`config.mk`:
```
export PLATFORM = sky130hd
export DESIGN_NAME = serial_command_decoder
export DESIGN_NICKNAME = d
export VERILOG_FILES = /design/src/rtl/serial_command_decoder.sv
export SDC_FILE = /design/constraint.sdc
export NUM_CORES = 1
export LEC_CHECK = 0
export ABC_AREA = 0
export CORE_AREA = 5 5 198 200
export DETAILED_ROUTE_END_ITERATION = 8
export DIE_AREA = 0 0 203 205
export PLACE_DENSITY = 0.75
export SLEW_MARGIN = 25
export SYNTH_ARGS = -nofsm -noshare
export SYNTH_HDL_FRONTEND = slang
export SYNTH_SLANG_ARGS = --single-unit
```
`constraint.sdc`:
```
create_clock -name CLK -period 6.7 [get_ports CLK]
set_input_delay 0.67 -clock CLK [delete_from_list [all_inputs] [get_ports CLK]]
set_output_delay 0.67 -clock CLK [all_outputs]
set_load 0.02 [all_outputs]
```
`src/rtl/serial_command_decoder.sv`:
```
// Byte-level command decoder for the phased-array serial link: parses read/write/update
// frames, keeps shadow and active delay banks, and drives the read-back byte.
module serial_command_decoder #(
   parameter int NUM_CH  = 16,
   parameter int DELAY_W = 12,
   parameter int TIMEOUT = 1000
) (
   input  logic                      CLK,
   input  logic                      res_n,
   input  logic [7:0]                recievedData,
   input  logic                      recieved,
   output logic [7:0]                sendData,
   output logic [NUM_CH*DELAY_W-1:0] delays,
   output logic                      update,
   output logic                      frame_err,
   output logic [2:0]                dbg_state
);

   localparam int CW = $clog2(TIMEOUT + 1);
   localparam logic [CW-1:0] TO_MAX = CW'(TIMEOUT);

   typedef enum logic [2:0] {
      S_IDLE  = 3'd0,
      S_WR_HI = 3'd1,
      S_WR_LO = 3'd2,
      S_RD_1  = 3'd3,
      S_RD_2  = 3'd4,
      S_RD_3  = 3'd5
   } state_t;

   state_t              state_q, state_d;
   logic                sync1_q, sync2_q, edge_q;
   logic [5:0]          addr_q, addr_d;
   logic [7:0]          hi_q, hi_d;
   logic                upd_pend_q, upd_pend_d;
   logic                load_q, load_d;
   logic [7:0]          send_q, send_d;
   logic                update_q, frame_err_q, frame_err_d;
   logic [CW-1:0]       cnt_q, cnt_d;
   logic [DELAY_W-1:0]  shadow_q [NUM_CH];
   logic [DELAY_W-1:0]  active_q [NUM_CH];

   logic                byte_v, wr_en, load_now;
   logic [5:0]          sel_addr;
   logic [DELAY_W-1:0]  rd_word, wdata;
   logic [15:0]         rd_ext, wword;

   // Byte handshake: recievedData is valid whenever recieved is high; one byte is taken
   // per synchronized rising edge of recieved, there is no back-pressure towards the slave.
   assign byte_v = sync2_q & ~edge_q;

   always_comb begin
      state_d     = state_q;
      addr_d      = addr_q;
      hi_d        = hi_q;
      upd_pend_d  = upd_pend_q;
      send_d      = send_q;
      load_d      = 1'b0;
      load_now    = load_q;
      frame_err_d = 1'b0;
      wr_en       = 1'b0;
      cnt_d       = (cnt_q == TO_MAX) ? cnt_q : cnt_q + 1'b1;
      sel_addr    = (state_q == S_IDLE) ? recievedData[5:0] : addr_q;
      rd_word     = '0;
      for (int i = 0; i < NUM_CH; i++) begin
         if (sel_addr == 6'(i)) rd_word = shadow_q[i];
      end
      rd_ext = '0;
      rd_ext[DELAY_W-1:0] = rd_word;
      wword = {hi_q, recievedData};
      wdata = wword[DELAY_W-1:0];

      if (byte_v) begin
         cnt_d = '0;
         case (state_q)
            S_IDLE: begin
               addr_d = recievedData[5:0];
               send_d = 8'h00;
               case (recievedData[7:6])
                  2'b00: begin
                     state_d = S_RD_1;
                     send_d  = rd_ext[15:8];
                  end
                  2'b01: load_now = 1'b1;
                  default: begin
                     state_d    = S_WR_HI;
                     upd_pend_d = recievedData[6];
                  end
               endcase
            end
            S_WR_HI: begin
               hi_d    = recievedData;
               state_d = S_WR_LO;
            end
            S_WR_LO: begin
               wr_en      = 1'b1;
               load_d     = upd_pend_q;
               upd_pend_d = 1'b0;
               state_d    = S_IDLE;
            end
            S_RD_1: begin
               send_d  = rd_ext[7:0];
               state_d = S_RD_2;
            end
            S_RD_2: begin
               send_d  = 8'h00;
               state_d = S_RD_3;
            end
            default: begin
               send_d  = 8'h00;
               state_d = S_IDLE;
            end
         endcase
      end else if (state_q != S_IDLE && cnt_q == TO_MAX) begin
         // Abandoned partial frame: drop any pending write/update.
         state_d     = S_IDLE;
         send_d      = 8'h00;
         upd_pend_d  = 1'b0;
         frame_err_d = 1'b1;
      end
   end

   always_ff @(posedge CLK or negedge res_n) begin
      if (!res_n) begin
         state_q     <= S_IDLE;
         sync1_q     <= 1'b0;
         sync2_q     <= 1'b0;
         edge_q      <= 1'b0;
         addr_q      <= '0;
         hi_q        <= '0;
         upd_pend_q  <= 1'b0;
         load_q      <= 1'b0;
         send_q      <= '0;
         update_q    <= 1'b0;
         frame_err_q <= 1'b0;
         cnt_q       <= '0;
         for (int i = 0; i < NUM_CH; i++) begin
            shadow_q[i] <= '0;
            active_q[i] <= '0;
         end
      end else begin
         state_q     <= state_d;
         sync1_q     <= recieved;
         sync2_q     <= sync1_q;
         edge_q      <= sync2_q;
         addr_q      <= addr_d;
         hi_q        <= hi_d;
         upd_pend_q  <= upd_pend_d;
         load_q      <= load_d;
         send_q      <= send_d;
         update_q    <= load_now;
         frame_err_q <= frame_err_d;
         cnt_q       <= cnt_d;
         for (int i = 0; i < NUM_CH; i++) begin
            if (wr_en && addr_q == 6'(i)) shadow_q[i] <= wdata;
            if (load_now) active_q[i] <= shadow_q[i];
         end
      end
   end

   always_comb begin
      delays = '0;
      for (int i = 0; i < NUM_CH; i++) begin
         delays[i*DELAY_W +: DELAY_W] = active_q[i];
      end
   end

   assign sendData  = send_q;
   assign update    = update_q;
   assign frame_err = frame_err_q;
   assign dbg_state = state_q;

endmodule

```
## Yosys cells after proc, flatten, opt, wreduce, memory -nomap -nowiden

Cells that the tools add are included.

| storage, ports and cells | value |
|---|---|
| register bits | 422 |
| bits in latches | 0 |
| bits in writable memories | 0 |
| bits in read-only memories | 0 |
| input port bits | 11 |
| output and inout bits | 205 |
| word-level logic and storage cells | 157 |
| memories | 0 |

| cells by class | value |
|---|---|
| add/sub/neg operators | 1 |
| multiply operators | 0 |
| divide/modulo/power cells | 0 |
| $lt $le $gt $ge | 0 |
| equality and inequality tests | 41 |
| shift-type cells | 0 |
| mux-type cells | 40 |
| bitwise logic cells | 2 |
| reductions and logical operators | 29 |

Operators with widths:

| kind | number |
|---|---|
| $mux 12 | 16 |
| $eq 6x4->1 const B | 16 |
| $eq 6x3->1 const B | 8 |
| $eq 6x2->1 const B | 4 |
| $pmux 8 s3 | 1 |
| $mux 10 | 2 |
| $logic_and 1x1->1 | 17 |
| $mux 8 | 2 |
| $eq 6x1->1 const B | 2 |
| $logic_not 6->1 | 2 |
| $mux 1 | 12 |
| $pmux 3 s4 | 1 |
| $add 10x1->10 const B | 1 |
| $eq 10x10->1 const B | 1 |
| $eq 3x2->1 const B | 2 |
| $mux 3 | 2 |
| $mux 6 | 1 |
| $ne 3x3->1 const B | 2 |
| $pmux 3 s2 | 1 |
| $reduce_and 2->1 | 3 |
| $mux 4 | 1 |
| $ne 2x2->1 const B | 2 |
| $reduce_or 2->1 | 2 |
| $eq 3x1->1 const B | 1 |
| other kinds (11) | 11 |

## Depth between registers and ports, before layout

Gate-level depths: netlist of run 1.

| depth | value |
|---|---|
| depth in word-level cells | 22 |
| mapped depth | 11 |
| gate-level depth less buffers | 8 |

## Least setup slack after synthesis of run 1

No wires, ideal clock.

| path | value |
|---|---|
| path type | reg2reg |
| start point | register state_q[1] (netlist: dbg_state[1]) |
| end point | register send_q[2] (netlist: sendData[2]) |
| library setup time | 126 ps |
| data arrival time | 2306 ps |
| data required time | 6574 ps |
| slack | 4268 ps |
| stages on the path, launching flop included | 11 |
| buffers on the path | 3 |
| period minus slack after synthesis | 2432 ps |
| cells stage by stage | dfrtp_1 -> buf_2 -> or3_1 -> buf_6 -> and3_4 -> or2_0 -> buf_6 -> a221oi_2 -> nand3b_1 -> o22a_1 -> a221o_1 |

| between the ends | value |
|---|---|
| longest elaborated chain between the ends | 22 |
| elaborated cells on any way between the ends | 46 |
| those cells by class | eq/ne: 19; mux: 20; reduce/logical: 7 |

Ends and longest elaborated chain:

| what | line | source |
|---|---|---|
| start, declared | 31 | `state_t state_q, state_d;` |
| start signal, assigned | 142 | `state_q <= state_d;` |
| $logic_not 3->1 | 63, 75 |  |
| $mux 6 | - |  |
| $logic_not 6->1 | 66 | `if (sel_addr == 6'(i)) rd_word = shadow_q[i];` |
| $mux 12 (16 in a row) | 66 |  |
| $mux 4 | 79 | `case (recievedData[7:6])` |
| $pmux 8 s3 | 75 | `case (state_q)` |
| $mux 8 | 73 | `if (byte_v) begin` |
| end signal, assigned | 150 | `send_q <= send_d;` |
| end, declared | 37 | `logic [7:0] send_q, send_d;` |

Parallel ways exist; a longest one is shown, timed or not.
A chain may end at the register's enable or synchronous reset.

## Final worst setup path of run 1

| path | value |
|---|---|
| start point | register state_q[1] (netlist: dbg_state[1]) |
| end point | register send_q[4] (netlist: sendData[4]) |

| between the ends | value |
|---|---|
| longest elaborated chain between the ends | 21 |
| elaborated cells on any way between the ends | 45 |
| those cells by class | eq/ne: 19; mux: 19; reduce/logical: 7 |

Ends and longest elaborated chain:

| what | line |
|---|---|
| $logic_not 3->1 | 63, 75 |
| $mux 6 | - |
| $logic_not 6->1 | 66 |
| $mux 12 (16 in a row) | 66 |
| $pmux 8 s3 | 75 |
| $mux 8 | 73 |

Parallel ways exist; a longest one is shown, timed or not.

==> results of run 1 <==
## per-stage QoR
stage          total power, W  hold WS (ns)  setup slack (ns)  utilization, %
2_1_floorplan         0.00508         0.331              4.27               -
3_3_place_gp          0.00648         0.332              2.49            56.0
3_5_place_dp          0.00653         0.343              2.53            56.0
4_1_cts               0.00923         0.168              3.00            60.3
5_1_grt               0.00955         0.212              2.68            60.3
6_report              0.00918         0.157              2.93            60.3
## cell usage in the layout (no fill, tap or decap), types with 13 or more instances in the layout
| master | netlist | final |
|---|---|---|
| nor2_1 | 43 | 43 |
| mux2_2 | 393 | 393 |
| buf_4 | 3 | 16 |
| clkdlybuf4s50_1 | 0 | 213 |
| nand2_1 | 72 | 72 |
| a22oi_1 | 13 | 13 |
| dfrtp_1 | 422 | 422 |
| nand3_1 | 21 | 21 |
| nor4_1 | 13 | 13 |
| o21ai_0 | 40 | 40 |
| a21oi_1 | 40 | 39 |
| nor3_1 | 17 | 17 |
| clkbuf_16 | 0 | 47 |
## how the worst min path moves through the flow
stage                      startpoint  cells past startpoint  slack (ns)                      end
floorplan           sync1_q$_DFF_PN0_                      0        0.33        sync2_q$_DFF_PN0_
global placement    sync1_q$_DFF_PN0_                      0        0.33        sync2_q$_DFF_PN0_
detailed placement  sync1_q$_DFF_PN0_                      0        0.34        sync2_q$_DFF_PN0_
CTS                             res_n                      1        0.17  delays[115]$_DFFE_PN0P_
global route                    res_n                      1        0.21    delays[4]$_DFFE_PN0P_
finish                          res_n                      1        0.16    delays[9]$_DFFE_PN0P_
## flip-flops by register name, indices dropped and copies added (netlist names), 3 cells and up
| name | flops |
|---|---|
| sendData | 8 |
| delays | 192 |
| shadow_q | 192 |
| cnt_q | 10 |
| addr_q | 6 |
| hi_q | 4 |
| dbg_state | 3 |
## power by group through the flow
stage                     combinational [W]  sequential [W]  clock [W]
after floorplan                     0.00118         0.00390          0
after global placement              0.00283         0.00365          0
after detailed placement            0.00287         0.00366          0
after CTS                           0.00288         0.00362    0.00273
after global routing                0.00303         0.00369    0.00283
final                               0.00287         0.00362    0.00269
## Yosys cell counts, drive strengths merged, types with 4 or more instances
cell type / count
o21a: 5
nor4: 14
nand2b: 4
nor2b: 6
nand2: 76
a311oi: 4
o21ai: 45
buf: 37
a22oi: 13
o22ai: 11
nand4: 11
nor2: 44
a21oi: 40
a21boi: 5
a31oi: 5
o221ai: 5
a221oi: 8
inv: 8
or3: 6
o211ai: 5
a211oi: 6
dfrtp: 422
nor4b: 4
mux2i: 5
a32oi: 4
and2: 7
and3: 5
nor3: 20
o31ai: 6
nand3: 22
a221o: 4
nor3b: 4
xnor2: 5
mux2: 393
a222oi: 7
a2bb2oi: 4
o22a: 6
clkbuf: 55
## worst register-to-register path, stage by stage (launching register included)
cell and delay [ns]:
dfrtp_1 0.62, nor3_4 0.77, buf_4 0.38, nand2_1 0.14, o32ai_2 0.78, buf_4 0.31
a22oi_1 0.09, and4_1 0.30, o211a_1 0.11, o31ai_1 0.18
## routing by layer
| layer | global-route usage (%) | vias up | part of all wire (%) |
|---|---|---|---|
| li1 | - | 5487 | - |
| met1 | 41.7 | 6664 | 45 |
| met2 | 42.7 | 510 | 46 |
| met3 | 5.49 | 73 | 6.9 |
| met4 | 6.94 | 0 | 2.3 |
| met5 | 0 | - | 0 |
## cell type report
| type | instances | area [um2] | share of cell area [%] |
|---|---|---|---|
| clock inverter | 21 | 308 | 1.37 |
| timing repair buffer | 235 | 2350 | 10.5 |
| clock buffer | 60 | 1310 | 5.81 |
| inverter | 8 | 30.0 | 0.134 |
| multi-input combinational | 855 | 7310 | 32.6 |
| sequential | 422 | 10600 | 47.0 |
| tap | 474 | 593 | 2.64 |
## cells by family after synthesis
family | after synthesis | synth area share (%)
compound gates | 210 | 8.06
xor+xnor | 8 | 0.383
fa+ha+maj | 2 | 0.137
buf+inv | 100 | 2.47
flops | 422 | 57.7
mux | 398 | 24.5
simple gates | 237 | 6.73
==> results.py, run 1 <==
metrics = {
    "power_and_ir_drop": {
        "powerDensity_nw_per_um2": 409,
        "switching_share_pct": 33.9,
        "p_int_w": 0.00607,
        "peakVddDrop_mv": 0.301,
        "seqPwrFrac_pct": 39.4,
        "leakagePower_nw": 9.89,
        "power.switching_w": 0.00311,
        "combinationalPowerShare_pct": 31.3,
        "clkPwrFrac_pct": 29.3,
    },
    "routing": {
        "drt_iter0_markers": 992,
        "drt-total-wl_um": 58500,
        "vias": 12700,
        "antenna_left": 0,
        "drc_errors": 0,
        "viasPerCell": 6.14,
        "dr.pass1.iters": 7,
        "routedWlPerCell_um": 28.2,
    },
    "worst_setup_path": {
        "cp-end-kind": "flop",
        "startpoint": "dbg_state[1]$_DFFE_PN0P_",
        "path_delay_family": "simple AND/OR/NAND/NOR gates",
        "crit_buf_inv": 2,
        "start_kind": "flop",
        "cp.depth": 9,
        "r2r_end": "sendData[4]$_DFFE_PN0P_",
        "r2r_start": "dbg_state[1]$_DFFE_PN0P_",
        "crit_fanout": 18,
        "crit_slowest_cell": "o32ai_2",
        "crit_chain": "nor3_4, buf_4, nand2_1, o32ai_2, buf_4, a22oi_1, and4_1, o211a_1, o31ai_1",
        "rrSetupSlack_ns": 2.93,
        "worstRegToRegCells": 9,
        "critPathMostFrequentCell": "buf_4",
        "cp_slowest_stage_delay_ns": 0.78,
        "cp.arrival_ns": 4.25,
        "crit_type": "flop to flop",
        "critPathRequiredTime_ns": 7.18,
        "cp-endpoint": "sendData[4]$_DFFE_PN0P_",
    },
    "grt": {
        "grt_usage_pct": 28.0,
        "gr-total-overflow": 0,
        "grt_pass1_vias": 12700,
        "grt_pass1_wl_um": 87100,
        "antenna_found_initial": 1,
        "grt_start_max_net_pins": 167,
    },
    "layout": {
        "drive_gt1_share_pct": 32.0,
        "antenna-diode-count": 0,
        "area_delta_synth_final_pct": 22.7,
        "nets": 1580,
        "final_cell_count_no_fill": 2075,
        "final.fill_count": 2881,
        "design_area_um2": 22500,
    },
    "cts": {
        "clock_path_buffers": 3,
        "postCtsHoldBufs": 0,
        "cts_tree": "yes",
        "post-cts-setup-buffer-count": 0,
        "cts_buffers": 45,
        "numClockSinks": 422,
        "cts.repair.resized": 0,
        "htreeDepth": 2,
        "cts_root_buf": "clkbuf_16",
        "clk_pin_slew_worst_paths_ns": 0.06,
        "clk_latency_ns": 0.58,
    },
    "placement": {
        "placed_area_um2": 20800,
        "dp.cells": 1994,
        "hpwl_um": 41800,
        "gp_congestion": 0.966,
        "port_buffers": 215,
    },
    "status": {
        "status": "completed",
    },
    "synth": {
        "ys_types": 87,
        "synth_seq_area_share_pct": 57.7,
        "yosysTopAreaCell": "dfrtp_1",
        "synth_area_um2": 18300,
        "syn_inst": 1377,
        "ys.flop_type": "dfrtp_1",
        "synthTopCellsByArea": "dfrtp_1 58%, mux2_2 24%, nand2_1 1.5%, clkbuf_1 1.1%, a21oi_1 1.1%",
        "syn_nets": 1390,
        "ys_ff_latch": 422,
        "synth_edf_count": 0,
        "avgSynthCellArea_um2": 13.3,
        "synthArstFlopShare_pct": 100,
        "synth_top_area_share_pct": 57.7,
        "yosys_warnings": 0,
    },
    "floorplanning": {
        "std_cell_rows": 71,
        "core-area_um2": 37200,
        "fp.dieArea_um2": 41600,
        "die_h_um": 205,
        "die_x_um": 203,
        "initial_core_util_pct": 49.2,
        "pin_count": 216,
    },
    "sta": {
        "min_period_ns": 3.77,
        "fin_skew_ns": 0.0176,
        "rsz0062_at_grt": "false",
        "min_period_over_period_pct": 56.2,
        "relSlewSlack_pct": 25.9,
        "worst_pin_slew_ns": 1.11,
        "drv_slew": 0,
        "final-hold-violation-count": 0,
        "max_freq_mhz": 265,
        "fin_setup_tns_ns": 0,
        "setup_violations": 0,
    },
    "min_path": {
        "hold_path.class": "input pin to async pin",
    },
    "run": {
        "maxCapViolCount": 0,
    },
}
Note: power is estimated with default switching activity, not from simulation.
==> inputs of run 2 (changes only) <==
- clock period: 6.7 -> 3.47 ns (I/O delays scaled with it)
==> results.py, run 2 (synthesis gave the netlist of run 1 again) <==
metrics = {
    "floorplanning": {
        "std_cell_rows": 71,
        "fp.dieArea_um2": 41600,
        "core-area_um2": 37200,
        "pin_count": 216,
        "die_h_um": 205,
        "die_x_um": 203,
        "initial_core_util_pct": 49.2,
    },
    "layout": {
        "nets": 1663,
        "fin_util_pct": 61.8,
        "mostFrequentLayoutCell": "dfrtp_1",
        "area_delta_synth_final_pct": 25.7,
        "final_cell_mix": "422 x dfrtp_1, 393 x mux2_2, 214 x clkdlybuf4s50_1, 96 x buf_4, 72 x nand2_1",
        "final_cell_count_no_fill": 2157,
        "drive_gt1_share_pct": 34.9,
        "antenna-diode-count": 0,
    },
    "run": {
        "maxCapViolCount": 0,
    },
    "cts": {
        "clk_latency_ns": 0.57,
        "post-cts-setup-buffer-count": 0,
        "cts_tree": "yes",
        "postCtsHoldBufs": 1,
        "htreeDepth": 2,
        "clock_path_buffers": 3,
        "cts.repair.resized": 0,
        "clk_pin_slew_worst_paths_ns": 0.06,
        "cts_buffers": 44,
        "numClockSinks": 422,
        "cts_root_buf": "clkbuf_16",
    },
    "sta": {
        "worst_pin_slew_ns": 1.05,
        "final.setup.worst_slack_ns": 0.448,
        "min_period_over_period_pct": 87.1,
        "final-hold-violation-count": 0,
        "fin_skew_ns": 0.0238,
        "drv_slew": 0,
        "relSlewSlack_pct": 30.2,
        "rsz0062_at_grt": "false",
        "max_freq_mhz": 331,
        "min_period_ns": 3.02,
        "setup_violations": 0,
        "hold_ws_ns": 0.245,
    },
    "power_and_ir_drop": {
        "leakagePower_nw": 10.2,
        "switching_share_pct": 34.0,
        "combinationalPowerShare_pct": 32.8,
        "power.switching_w": 0.00599,
        "seqPwrFrac_pct": 39.8,
        "p_int_w": 0.0116,
        "peakVddDrop_mv": 0.498,
        "powerDensity_nw_per_um2": 765,
        "clkPwrFrac_pct": 27.4,
    },
    "placement": {
        "hpwl_um": 43700,
        "gp_congestion": 0.992,
        "port_buffers": 215,
        "dp.cells": 2077,
        "pre_cts_ws_ns": 0.0548,
    },
    "routing": {
        "drt_iter0_markers": 1140,
        "viasPerCell": 6.00,
        "drc_errors": 0,
        "routedWlPerCell_um": 27.3,
        "antenna_left": 0,
        "dr.pass1.iters": 5,
        "vias": 12900,
        "drt-total-wl_um": 58900,
    },
    "grt": {
        "grt_usage_pct": 28.3,
        "gr-total-overflow": 0,
        "grt_pass1_vias": 13400,
        "grt_start_max_net_pins": 107,
        "antenna_found_initial": 1,
        "grt_pass1_wl_um": 88800,
    },
    "worst_setup_path": {
        "critPathRequiredTime_ns": 3.90,
        "crit_type": "flop to flop",
        "cp.arrival_ns": 3.45,
        "start_kind": "flop",
        "cp-end-kind": "flop",
        "crit_fanout": 16,
    },
    "min_path": {
        "hold_path.class": "input pin to flop",
    },
    "status": {
        "status": "completed",
    },
}
## run 2: cell types whose count changed in the layout (fill, tap and decap cells not counted), moves of 2 or more
cell / before / now
clkbuf_1: 5 / 10
bufinv_16: 7 / 4
clkbuf_16: 47 / 45
buf_4: 16 / 96
buf_12: 4 / 7
## run 2: final timing paths
path / slack (ns) / to / start / cells after the start
worst max-delay path: 0.45 / sendData[3]$_DFFE_PN0P_ / dbg_state[1]$_DFFE_PN0P_ / 9
worst min-delay path: 0.25 / sync1_q$_DFF_PN0_ / recieved / 1
worst max register to register: 0.45 / sendData[3]$_DFFE_PN0P_ / dbg_state[1]$_DFFE_PN0P_ / 9
worst min register to register: 0.36 / sync2_q$_DFF_PN0_ / sync1_q$_DFF_PN0_ / 0
max in group asynchronous: 2.15 / delays[51]$_DFFE_PN0P_ / res_n / 3
min in group asynchronous: 0.44 / delays[9]$_DFFE_PN0P_ / res_n / 2
## run 2: layout make-up
class / count / area (um2)
Multi-Input combinational cell: 855 / 7310
Timing Repair Buffer: 319 / 3030
Fill cell: 2863 / 14200
Inverter: 8 / 30.0
Clock inverter: 15 / 193
Clock buffer: 64 / 1290
Sequential cell: 422 / 10600
Tap cell: 474 / 593
## run 2: power groups by stage
stage / logic, W / registers (W) / clock network [W]
floorplan: 0.00228 / 0.00753 / 0
global placement: 0.00568 / 0.00703 / 0
detailed placement: 0.00575 / 0.00707 / 0
CTS: 0.00579 / 0.00700 / 0.00489
global route: 0.00608 / 0.00713 / 0.00510
finish: 0.00578 / 0.00700 / 0.00481
## run 2: routing by layer
| layer | up-vias | global-route usage (%) | wire, um |
|---|---|---|---|
| li1 | 5637 | - | - |
| met1 | 6753 | 41.1 | 26300 |
| met3 | 87 | 4.80 | 3720 |
| met2 | 457 | 45.0 | 27600 |
| met5 | - | 0 | 0 |
| met4 | 0 | 6.96 | 1290 |
## run 2: critical path, stage by stage (launching register included)
cell	delay, ns
dfrtp_1	0.52
or3_1	0.44
buf_4	0.23
nand3_1	0.30
a22oi_1	0.17
a2111oi_0	0.59
buf_4	0.21
nand4_1	0.13
a22oi_1	0.20
o211ai_1	0.11
## run 2: through the flow
step / setup TNS, ns / area, um2 / power [W]
floorplan: 0 / 18300 / 0.00981
global placement: -0.0493 / 21500 / 0.0127
detailed placement: 0 / 21500 / 0.0128
CTS: 0 / 23000 / 0.0177
global route: 0 / 23000 / 0.0183
finish: 0 / 23000 / 0.0176
